### src/rtl/mem_stage.sv
// Memory-access stage: passes ALU results through and runs loads/stores over a req/ack data bus.
// Define MEM_ALIGN_CHECK_EN to flag misaligned halfword/word accesses instead of truncating the address.

`ifndef EXE_LB_OP
`define EXE_LB_OP  8'b11100000
`endif
`ifndef EXE_LBU_OP
`define EXE_LBU_OP 8'b11100100
`endif
`ifndef EXE_LH_OP
`define EXE_LH_OP  8'b11100001
`endif
`ifndef EXE_LHU_OP
`define EXE_LHU_OP 8'b11100101
`endif
`ifndef EXE_LW_OP
`define EXE_LW_OP  8'b11100011
`endif
`ifndef EXE_SB_OP
`define EXE_SB_OP  8'b11101000
`endif
`ifndef EXE_SH_OP
`define EXE_SH_OP  8'b11101001
`endif
`ifndef EXE_SW_OP
`define EXE_SW_OP  8'b11101011
`endif

module mem_stage (
    input  logic        clk,
    input  logic        rst,
    input  logic [4:0]  ex_wd,
    input  logic        ex_wreg,
    input  logic [31:0] ex_wdata,
    input  logic        ex_whilo,
    input  logic [31:0] ex_hi,
    input  logic [31:0] ex_lo,
    input  logic [7:0]  ex_aluop,
    input  logic [31:0] ex_mem_addr,
    input  logic [31:0] ex_reg2,
    input  logic [5:0]  stall,
    output logic [4:0]  mem_wd,
    output logic        mem_wreg,
    output logic [31:0] mem_wdata,
    output logic        mem_whilo,
    output logic [31:0] mem_hi,
    output logic [31:0] mem_lo,
    output logic        stallreq,
    output logic        bus_req,
    output logic        bus_we,
    output logic [31:0] bus_addr,
    output logic [3:0]  bus_sel,
    output logic [31:0] bus_wdata,
    input  logic        bus_ack,
    input  logic [31:0] bus_rdata,
    output logic        misalign
);
    typedef enum logic [1:0] {IDLE, BUSY, DONE} state_t;
    state_t state, state_next;

    logic        is_mem;
    logic        is_store;
    logic        bad_align;
    logic [1:0]  size_code;
    logic [1:0]  lane;
    logic [3:0]  sel;
    logic [31:0] wdata_rep;
    logic [7:0]  op_q;
    logic [1:0]  lane_q;
    logic [31:0] result_q;
    logic [31:0] load_val;
    logic [7:0]  load_byte;
    logic [15:0] load_half;
    logic        unused_stall;

    assign unused_stall = ^{stall[5], stall[3:0]};

    // size_code: 0 = byte, 1 = halfword, 2 = word
    always_comb begin
        is_mem    = 1'b1;
        is_store  = 1'b0;
        size_code = 2'd0;
        case (ex_aluop)
            `EXE_LB_OP, `EXE_LBU_OP: size_code = 2'd0;
            `EXE_LH_OP, `EXE_LHU_OP: size_code = 2'd1;
            `EXE_LW_OP:              size_code = 2'd2;
            `EXE_SB_OP: begin
                is_store  = 1'b1;
                size_code = 2'd0;
            end
            `EXE_SH_OP: begin
                is_store  = 1'b1;
                size_code = 2'd1;
            end
            `EXE_SW_OP: begin
                is_store  = 1'b1;
                size_code = 2'd2;
            end
            default: is_mem = 1'b0;
        endcase
    end

    // Big-endian lanes: byte offset 0 is bits [31:24]; low address bits below the access size are dropped.
    always_comb begin
        lane      = ex_mem_addr[1:0];
        sel       = 4'b1111;
        wdata_rep = ex_reg2;
        case (size_code)
            2'd0: begin
                sel       = 4'b1000 >> lane;
                wdata_rep = {4{ex_reg2[7:0]}};
            end
            2'd1: begin
                lane      = {ex_mem_addr[1], 1'b0};
                sel       = ex_mem_addr[1] ? 4'b0011 : 4'b1100;
                wdata_rep = {2{ex_reg2[15:0]}};
            end
            default: lane = 2'b00;
        endcase
    end

`ifdef MEM_ALIGN_CHECK_EN
    assign bad_align = ((size_code == 2'd1) && ex_mem_addr[0]) ||
                       ((size_code == 2'd2) && (ex_mem_addr[1:0] != 2'b00));
`else
    assign bad_align = 1'b0;
`endif

    always_comb begin
        case (lane_q)
            2'd1:    load_byte = bus_rdata[23:16];
            2'd2:    load_byte = bus_rdata[15:8];
            2'd3:    load_byte = bus_rdata[7:0];
            default: load_byte = bus_rdata[31:24];
        endcase
        load_half = lane_q[1] ? bus_rdata[15:0] : bus_rdata[31:16];
        case (op_q)
            `EXE_LB_OP:  load_val = {{24{load_byte[7]}}, load_byte};
            `EXE_LBU_OP: load_val = {24'h000000, load_byte};
            `EXE_LH_OP:  load_val = {{16{load_half[15]}}, load_half};
            `EXE_LHU_OP: load_val = {16'h0000, load_half};
            default:     load_val = bus_rdata;
        endcase
    end

    always_comb begin
        state_next = state;
        stallreq   = 1'b0;
        mem_wd     = ex_wd;
        mem_wreg   = ex_wreg;
        mem_wdata  = ex_wdata;
        mem_whilo  = ex_whilo;
        mem_hi     = ex_hi;
        mem_lo     = ex_lo;
        case (state)
            IDLE: begin
                if (is_mem) begin
                    stallreq   = 1'b1;
                    state_next = bad_align ? DONE : BUSY;
                end
            end
            BUSY: begin
                stallreq = 1'b1;
                if (bus_ack) state_next = DONE;
            end
            DONE: begin
                mem_wdata = result_q;
                if (misalign) mem_wreg = 1'b0;
                if (!stall[4]) state_next = IDLE;
            end
            default: state_next = IDLE;
        endcase
    end

    // Operation and lane are kept with the request so extraction does not depend on EX/MEM staying frozen.
    always_ff @(posedge clk or negedge rst) begin
        if (!rst) begin
            state     <= IDLE;
            bus_req   <= 1'b0;
            bus_we    <= 1'b0;
            bus_addr  <= 32'h0;
            bus_sel   <= 4'h0;
            bus_wdata <= 32'h0;
            result_q  <= 32'h0;
            op_q      <= 8'h0;
            lane_q    <= 2'b00;
        end else begin
            state <= state_next;
            case (state)
                IDLE: begin
                    if (is_mem && !bad_align) begin
                        bus_req   <= 1'b1;
                        bus_we    <= is_store;
                        bus_addr  <= {ex_mem_addr[31:2], 2'b00};
                        bus_sel   <= sel;
                        bus_wdata <= wdata_rep;
                        op_q      <= ex_aluop;
                        lane_q    <= lane;
                    end else if (is_mem) begin
                        result_q <= 32'h0;
                    end
                end
                BUSY: begin
                    if (bus_ack) begin
                        result_q <= bus_we ? ex_wdata : load_val;
                        bus_req  <= 1'b0;
                    end
                end
                default: ;
            endcase
        end
    end

`ifdef MEM_ALIGN_CHECK_EN
    logic misalign_q;

    always_ff @(posedge clk or negedge rst) begin
        if (!rst) begin
            misalign_q <= 1'b0;
        end else if (state == IDLE && is_mem && bad_align) begin
            misalign_q <= 1'b1;
        end else if (state == DONE && !stall[4]) begin
            misalign_q <= 1'b0;
        end
    end

    assign misalign = misalign_q;
`else
    assign misalign = 1'b0;
`endif

endmodule

### config.mk
export PLATFORM = sky130hd
export DESIGN_NAME = mem_stage
export DESIGN_NICKNAME = d
export VERILOG_FILES = /design/src/rtl/mem_stage.sv
export SDC_FILE = /design/constraint.sdc
export NUM_CORES = 1
export LEC_CHECK = 0
export ABC_AREA = 1
export ABC_CLOCK_PERIOD_IN_PS = 3100
export BUFFER_PORTS_ARGS = -buffer_cell sky130_fd_sc_hd__buf_4
export CAP_MARGIN = 20
export CORE_AREA = 2 2 150 152
export DETAILED_ROUTE_END_ITERATION = 8
export DIE_AREA = 0 0 152 154
export HOLD_SLACK_MARGIN = 0.06
export SLEW_MARGIN = 10
export SYNTH_ARGS = -nofsm -noshare
export SYNTH_HDL_FRONTEND = slang
export SYNTH_SLANG_ARGS = --single-unit
### constraint.sdc
create_clock -name clk -period 3.1 [get_ports clk]
set_input_delay 0.465 -clock clk [delete_from_list [all_inputs] [get_ports clk]]
set_output_delay 0.465 -clock clk [all_outputs]
set_load 0.03 [all_outputs]
# Word level (Yosys, flattened, before mapping)
# Cells that the tools add are included.
dict set report totals {
  reg_bits 112
  out_inout_bits 175
  elab_cells 63
}
dict set report classes {
  eq_ne 21
  reduce_logical 11
  mux 21
  shifts 1
}
# cell count
set ops {}
lappend ops {{32-bit case mux with 4 select lines} 1}
lappend ops {{8-bit == test (second input constant)} 12}
lappend ops {{32-bit two-way mux} 2}
lappend ops {{32-bit case mux with 2 select lines} 1}
lappend ops {{8-bit case mux with 3 select lines} 1}
lappend ops {{16-bit two-way mux} 1}
lappend ops {{2-bit case mux with 2 select lines} 2}
lappend ops {{4-bit case mux with 2 select lines} 1}
lappend ops {{8-bit OR reduction} 1}
lappend ops {{2-bit by 1-bit == test with 1-bit output (second input constant)} 3}
lappend ops {{2-bit == test (second input constant)} 3}
lappend ops {{2-bit two-way mux} 3}
lappend ops {{2-bit != test (second input constant)} 3}
lappend ops {{2-bit case mux with 3 select lines} 1}
lappend ops {{3-bit AND reduction} 2}
lappend ops {{3-bit OR reduction} 2}
lappend ops {{1-bit two-way mux} 5}
lappend ops {{2-bit logical NOT} 2}
lappend ops {{4-bit two-way mux} 1}
lappend ops {{1-bit case mux with 2 select lines} 2}
lappend ops {{2-bit AND reduction} 2}
lappend ops {{4-bit by 2-bit >> shifter with 4-bit output (first input constant)} 1}
lappend ops {{2-bit nonzero test} 1}
lappend ops {{2-bit OR reduction} 1}

# Depth between registers and ports, before layout
# Gate-level depths: netlist of run 1.
dict set report depth {
  word_depth 5
  ltp_mapped 10
  mapped_depth_nobuf 10
}

# Worst setup path after synthesis of run 1
# No wires, ideal clock.
dict set report synth_path {
  path_kind {input port to output port}
  start {input port ex_aluop[5]}
  end {output port stallreq}
  t_required_ns 2.635
  setup_slack_ns 0.976
  t_arrival_ns 1.659
  path_buffers 2
  stages 8
  path_cell_list {inv_1 nor3_4 nand3_1 nand2_2 nand2_2 buf_2 buf_6 nand2_1}
}
dict set report synth_between {
  elab_chain_len 5
  elab_cells_between_ends 12
  cone_classes {eq/ne (8); mux (3); reduce/logical (1)}
}
# item line_no
set synth_rtl {}
lappend synth_rtl {{start: declaration} 38} ;# input logic [7:0] ex_aluop,
lappend synth_rtl {{8-bit == test} 83} ;# case (ex_aluop)
lappend synth_rtl {{8-bit OR reduction (no line) *} n/a}
lappend synth_rtl {{1-bit two-way mux *} 83}
lappend synth_rtl {{1-bit two-way mux *} 157} ;# if (is_mem) begin
lappend synth_rtl {{1-bit case mux with 2 select lines *} 155} ;# case (state)
lappend synth_rtl {{end: declaration} 48} ;# output logic stallreq,
# Every way passes the cells marked *; elsewhere a longest branch is shown, timed or not.

# Worst setup path in the final report of run 1
dict set report layout_path {
  start {register state[1]}
  end {output port mem_wdata[17]}
}
dict set report layout_between {
  elab_chain_len 2
}
# item line_no
set layout_rtl {}
lappend layout_rtl {{start: declaration} 59} ;# state_t state, state_next;
lappend layout_rtl {{start signal: assignment} 188} ;# state <= state_next;
lappend layout_rtl {{2-bit == test} 155}
lappend layout_rtl {{32-bit two-way mux} 155}
lappend layout_rtl {{end: declaration} 44} ;# output logic [31:0] mem_wdata,
# Every way passes these cells.

==> run_results.csv, run 1 <==
group,metric,value,unit
worst_setup_path,regToRegSetupSlack,1.08,ns
cells_and_area,multi_input_area,0.002957,sq mm
routing,drc,0,
worst_setup_path,cp_slowest_cell,"nand2_2",
placed_design,place_hpwl,16.75,mm
sta,fmax,0.4081,GHz
floorplanning,coreArea,0.02169,sq mm
floorplanning,die_area,0.02341,sq mm
sta,worst_pin_slew,0.8868,ns
routing,post_drt_wl_per_cell,15.83,um
clocking,cts_tree,"yes",
cells_and_area,num-nets-final,1348,
sta,period_needed,2.450,ns
sta,maxSlewHeadroom,40.67,%
clocking,cts_root_buf,"clkbuf_16",
worst_setup_path,crit_path_max_incr_delay,0.47,ns
routing,via_count,6765,
clocking,hold_buffers,0,
placed_design,gp_congestion,0.8381,
clocking,numClockSinks,112,
floorplanning,ios,391,
synth,synth_seq_cells,112,
synth,avgSynthCellArea,6.893,sq um
worst_setup_path,reg2reg_depth,7,
worst_setup_path,worstPathCellList,"nand2_2, buf_12, nor2_1, a21oi_1, buf_4",
worst_setup_path,path_buf_inv,2,
cells_and_area,areaGrowthSynthToFinish,26.18,%
placed_design,port_buffers,240,
worst_setup_path,critical_path_class,"register to primary output",
synth,synth_cell_types,22,
sta,fin_ws,0.6496,ns
global_routing,grt_remaining_overflow,0,
routing,ant_nets,0,
sta,rsz0062_at_grt,"false",
worst_setup_path,end_kind,"primary output",
worst_setup_path,start_kind,"register",
clocking,ctsResizeCount,0,
synth,syn_area,0.006824,sq mm
sta,skew,0.01344,ns
routing,drt-pass1-iter-count,6,
routing,drt-initial-drc-count,268,
sta,finalHoldViolCount,0,
hold_path,hold_class,"primary input to async pin",
worst_setup_path,critPathTopFamily,"simple AND/OR/NAND/NOR gates",
clocking,clk_pin_slew,0.09,ns
worst_setup_path,r2r-end,"result_q[23]",
synth,synth_ff_type,"dfrtp_1",
clocking,insertion_delay,0.36,ns
global_routing,grt_max_degree,61,
clocking,numCtsBuffers,9,
power_and_ir_drop,leakagePower,4.838,nW
sta,finalSetupTns,0,ns
synth,synth_edf_count,0,
placed_design,placed_cell_area,0.008314,sq mm
global_routing,grt_pass1_vias,6465,
routing,drt-total-wl,22.44,mm
clocking,clockBufferDepth,2,
worst_setup_path,arrival,1.99,ns
clocking,cts_setup_buffers,0,
synth,ys_warn_count,0,
floorplanning,die_y,154,um
placed_design,post-place-ws,0.7941,ns
global_routing,grt_pass1_wl,35.42,mm
power_and_ir_drop,ir_worst_vdd,0.0003267,V
worst_setup_path,cp.depth,5,
global_routing,antenna_found_initial,0,
cells_and_area,fillers,2297,
sta,setup_viol,0,
cells_and_area,n_antenna_cell,0,
worst_setup_path,required,2.63,ns
worst_setup_path,timing.rr.start,"lane_q[1]",
worst_setup_path,setup.worst_path.start,"state[1]",
floorplanning,start_util,31.46,%
cells_and_area,seq_area,0.002804,sq mm
routing,viasPerCell,4.774,
synth,yosysSeqAreaShare,41.07,%
synth,async_reset_ff_share,100.0,%
floorplanning,die_w,152,um
floorplanning,rows,54,
global_routing,grt_usage,18.89,%
sta,post-route-period-util,79.04,%
clocking,h-tree-depth,3,
run_status,status,"finished, final reports clean",
worst_setup_path,cp_max_fo,35,
cells_and_area,final_cell_area,0.008611,sq mm
cells_and_area,drive_gt1_share,25.51,%
sta,maxSlewViolCount,0,
synth,synthCells,990,
flow_run,maxCapViolCount,0,
power_and_ir_drop,powerDensity,684.2,mW/mm^2
-- cells in the mapped netlist (2+ instances only) --
| library cell | number | area (sq um) |
|---|---|---|
| clkbuf_1 | 33 | 123.9 |
| nor2_2 | 3 | 18.77 |
| inv_2 | 3 | 11.26 |
| buf_2 | 6 | 30.03 |
| o21ai_0 | 18 | 90.09 |
| nand4_1 | 7 | 43.79 |
| nor2_1 | 55 | 206.5 |
| o211ai_1 | 4 | 30.03 |
| or2_2 | 3 | 18.77 |
| inv_1 | 60 | 225.2 |
| dfrtp_1 | 112 | 2803 |
| nand2_2 | 3 | 18.77 |
| nor3_4 | 2 | 32.53 |
| buf_4 | 78 | 585.6 |
| a21oi_1 | 93 | 465.5 |
| nand3_1 | 101 | 505.5 |
| nand3b_1 | 5 | 37.54 |
| buf_6 | 8 | 90.09 |
| nand2_1 | 391 | 1468 |
| buf_1 | 3 | 11.26 |
-- worst max-delay path by stage --
stage                     slack [ns]       endpoint
final                           0.65  mem_wdata[17]
after floorplan                 0.98       stallreq
after global placement          0.83       stallreq
after CTS                       0.62  mem_wdata[17]
after detailed placement        0.79       stallreq
after global routing            0.50  mem_wdata[17]
-- through the flow --
| step | power (mW) | util [%] | std cells | hold slack [ns] |
|---|---|---|---|---|
| 2_1_floorplan | 3.897 | - | 992 | 0.1694 |
| 6_report | 5.892 | 39.70 | 1417 | 0.1874 |
| 4_1_cts | 5.959 | 39.70 | 1417 | 0.2139 |
| 3_3_place_gp | 4.713 | 38.34 | 1401 | 0.4530 |
| 5_1_grt | 6.301 | 39.70 | 1417 | 0.2390 |
| 3_5_place_dp | 4.745 | 38.34 | 1401 | 0.4609 |
-- kinds of logic after synthesis --
logic type	share of synthesized area, %
and+or+nand+nor	34.51
buffers and inverters	15.79
other	0.05495
AOI/OAI and AO/OA	8.581
DFF	41.07
-- worst reg2reg max path, stage by stage, from the launching register on --
cell	delay [ns]
dfrtp_1	0.38
inv_1	0.29
nand2_1	0.16
or2_2	0.30
nand3_1	0.39
nand3_1	0.25
nand2_1	0.11
nand2_1	0.05
-- state kept, by name, summed over array words and instances, names as in the netlist --
signal / flops
bus_wdata: 32
result_q: 32
bus_addr: 30
op_q: 8
bus_sel: 4
lane_q: 2
state: 2
bus_req: 1
bus_we: 1
-- metal layers --
layer | vias to the layer above | wire length, um | GRT usage [%]
li1 | 3323 | - | -
met1 | 3102 | 9237 | 23.90
met2 | 287 | 10540 | 30.31
met3 | 53 | 2103 | 6.342
met4 | 0 | 558 | 6.453
met5 | - | 0 | 0
-- layout by cell type (no fill, tap or decap), types with 4 or more instances in the layout --
cell       synthesis  routed
nand3b_1           5       5
nand2_1          391     389
a21oi_1           93      93
nand2_2            3       5
nand3_1          101     101
nand4_1            7       7
buf_4             78     254
dfrtp_1          112     111
o211ai_1           4       4
inv_1             60      60
nor2_1            55      55
o21ai_0           18      18
clkbuf_16          0       9
-- area by class of cell --
cell class,instances,share of cell area (%)
Sequential cell,112,32.56
Inverter,63,2.746
Timing Repair Buffer,257,22.84
Clock inverter,7,0.8282
Clock buffer,9,2.616
Tap cell,280,4.069
Multi-Input combinational cell,689,34.34
-- report_power, final --
part,switching [mW],internal (mW),leakage [nW],total [mW]
sequential,0.299,1.92,1.41,2.22
clock,0.622,0.569,0.142,1.19
combinational,1.57,0.910,3.28,2.48
Note: power is estimated with default switching activity, not from simulation.
==> run 2, diff against run 1 <==
--- a/config.mk
+++ b/config.mk
@@ -6,12 +6,12 @@
 export NUM_CORES = 1
 export LEC_CHECK = 0
 export ABC_AREA = 1
-export ABC_CLOCK_PERIOD_IN_PS = 3100
+export ABC_CLOCK_PERIOD_IN_PS = 2300
 export BUFFER_PORTS_ARGS = -buffer_cell sky130_fd_sc_hd__buf_4
 export CAP_MARGIN = 20
-export CORE_AREA = 2 2 150 152
+export CORE_AREA = 2 2 151 153
 export DETAILED_ROUTE_END_ITERATION = 8
-export DIE_AREA = 0 0 152 154
+export DIE_AREA = 0 0 153 155
 export HOLD_SLACK_MARGIN = 0.06
 export SLEW_MARGIN = 10
 export SYNTH_ARGS = -nofsm -noshare
==> constraint.sdc (replaced) <==
create_clock -name clk -period 2.3 [get_ports clk]
set_input_delay 0.345 -clock clk [delete_from_list [all_inputs] [get_ports clk]]
set_output_delay 0.345 -clock clk [all_outputs]
set_load 0.03 [all_outputs]
==> run 2 against run 1 <==
First-iteration DRC count increased by 18%. Count of clock-buffer cells in the layout stayed put. Global-route usage decreased by 0.14 points. Total power up 36%. Clock skew hardly changed. Setup slack got worse by 0.41 ns. Sequential share of layout area is 0.30 points lower. Clock power up 39%. Final area increased by 0.93%. Critical path depth unchanged. Non-clock buffer count rose by 7. Routed wire length is 0.53% higher.
==> run_results.csv, run 2 (synthesized netlist as in run 1, its figures left out) <==
group,metric,value,unit
run_status,status,"finished, final reports clean",
power_and_ir_drop,leakagePower,4.888,nW
clocking,clk_pin_slew,0.09,ns
worst_setup_path,cp_slowest_cell,"dfrtp_1",
global_routing,grt_pass1_vias,6551,
routing,wl_met1,9.166,mm
clocking,h-tree-depth,3,
worst_setup_path,required,1.96,ns
sta,fmax,0.4850,GHz
floorplanning,rows,55,
cells_and_area,n_antenna_cell,0,
cells_and_area,top_regs,"bus_wdata: 32 flops, result_q: 32 flops, bus_addr: 30 flops",
placed_design,port_buffers,240,
global_routing,grt_pass1_wl,35.21,mm
sta,post-route-period-util,89.65,%
cells_and_area,fillers,2366,
cells_and_area,areaGrowthSynthToFinish,27.36,%
sta,period_needed,2.062,ns
cells_and_area,layout_common_cells,"389 x nand2_1, 259 x buf_4, 111 x dfrtp_1",
cells_and_area,final_cell_area,0.008691,sq mm
worst_setup_path,cp_max_fo,64,
routing,via_count,6682,
global_routing,grt_max_degree,71,
floorplanning,die_y,155,um
sta,maxSlewViolCount,0,
floorplanning,start_util,30.70,%
sta,maxSlewHeadroom,55.99,%
worst_setup_path,worstPathCellList,"nand2_2, buf_12, nor2_1, a21oi_1, buf_4",
routing,drt-total-wl,22.56,mm
clocking,clockBufferDepth,2,
sta,skew,0.01381,ns
hold_path,hold_class,"primary input to register",
power_and_ir_drop,ir_worst_vdd,0.0004301,V
power_and_ir_drop,powerDensity,922.3,mW/mm^2
global_routing,antenna_found_initial,0,
routing,ant_nets,0,
floorplanning,die_area,0.02372,sq mm
cells_and_area,drive_gt1_share,25.87,%
floorplanning,ios,391,
global_routing,grt_remaining_overflow,0,
global_routing,grt_usage,18.74,%
floorplanning,coreArea,0.02223,sq mm
cells_and_area,num-nets-final,1355,
routing,drt-initial-drc-count,316,
clocking,numClockSinks,112,
worst_setup_path,end_kind,"primary output",
routing,post_drt_wl_per_cell,15.79,um
sta,rsz0062_at_grt,"false",
clocking,insertion_delay,0.37,ns
worst_setup_path,path_buf_inv,2,
worst_setup_path,crit_path_max_incr_delay,0.42,ns
clocking,numCtsBuffers,9,
worst_setup_path,critical_path_class,"register to primary output",
worst_setup_path,critPathTopFamily,"buffers and inverters",
routing,highest_layer,"met4",
sta,worst_pin_slew,0.6602,ns
routing,drt-pass1-iter-count,5,
clocking,cts_root_buf,"clkbuf_16",
cells_and_area,final_common_cell,"nand2_1",
flow_run,maxCapViolCount,0,
placed_design,gp_congestion,0.8211,
routing,wl_met3,2.106,mm
clocking,cts_tree,"yes",
clocking,cts_setup_buffers,0,
sta,finalSetupTns,0,ns
placed_design,place_hpwl,16.76,mm
worst_setup_path,start_kind,"register",
routing,dr_wl_met2,10.82,mm
placed_design,placed_cell_area,0.008378,sq mm
floorplanning,die_w,153,um
sta,setup_viol,0,
worst_setup_path,arrival,1.72,ns
routing,viasPerCell,4.676,
sta,finalHoldViolCount,0,
routing,drc,0,
## run 2: final timing paths
kind / from / endpoint / slack [ns] / depth (start not counted)
setup reg to reg: lane_q[0] / result_q[24] / 0.49 / 7
hold / removal: ex_mem_addr[5] / bus_addr[5] / 0.17 / 3
hold reg to reg: op_q[6] / op_q[6] / 0.48 / 1
setup / recovery: state[1] / mem_wdata[8] / 0.24 / 5
min in group asynchronous: rst / bus_wdata[7] / 0.48 / 3
max in group asynchronous: rst / result_q[15] / 1.42 / 3
## run 2: tightest hold or removal path, delay by kind of cell
family	cells	cell delay (ns)
and+or+nand+nor	2	0.08
buffers and inverters	1	0.07
## run 2: final cells by class
cell class / count / area, sq um / share of cell area (%)
Inverter: 63 / 236.5 / 2.721
Tap cell: 285 / 356.6 / 4.103
Clock inverter: 7 / 77.57 / 0.8926
Clock buffer: 9 / 225.2 / 2.591
Timing Repair Buffer: 264 / 2034 / 23.41
Sequential cell: 112 / 2804 / 32.26
Multi-Input combinational cell: 689 / 2957 / 34.02
## run 2: report_power, final
group / switching [mW] / internal [mW] / leakage, nW
Sequential: 0.417 / 2.59 / 1.41
Clock: 0.867 / 0.784 / 0.150
Combinational: 2.11 / 1.25 / 3.33
## run 2: layer usage
| layer | vias to the layer above | GRT usage [%] |
|---|---|---|
| met5 | - | 0 |
| met4 | 0 | 5.644 |
| met3 | 41 | 6.184 |
| met2 | 292 | 31.54 |
| met1 | 3007 | 22.94 |
| li1 | 3342 | - |
## run 2: what timing repair did
item | in CTS | in global routing
hold buffers | 1 | 0
resized for setup | 0 | 0
hold endpoints to repair | 112 | 0
## run 2: metrics by stage
step                cells  setup slack [ns]  hold slack, ns  util [%]  total power, mW
global placement     1412            0.4080          0.3515     37.69            6.368
detailed placement   1412            0.3720          0.3528     37.69            6.412
floorplan             992            0.4162         0.04941         -            5.253
CTS                  1429            0.2151          0.1516     39.10            8.102
finish               1429            0.2381          0.1682     39.10            8.015
global route         1429            0.1351          0.1489     39.10            8.572
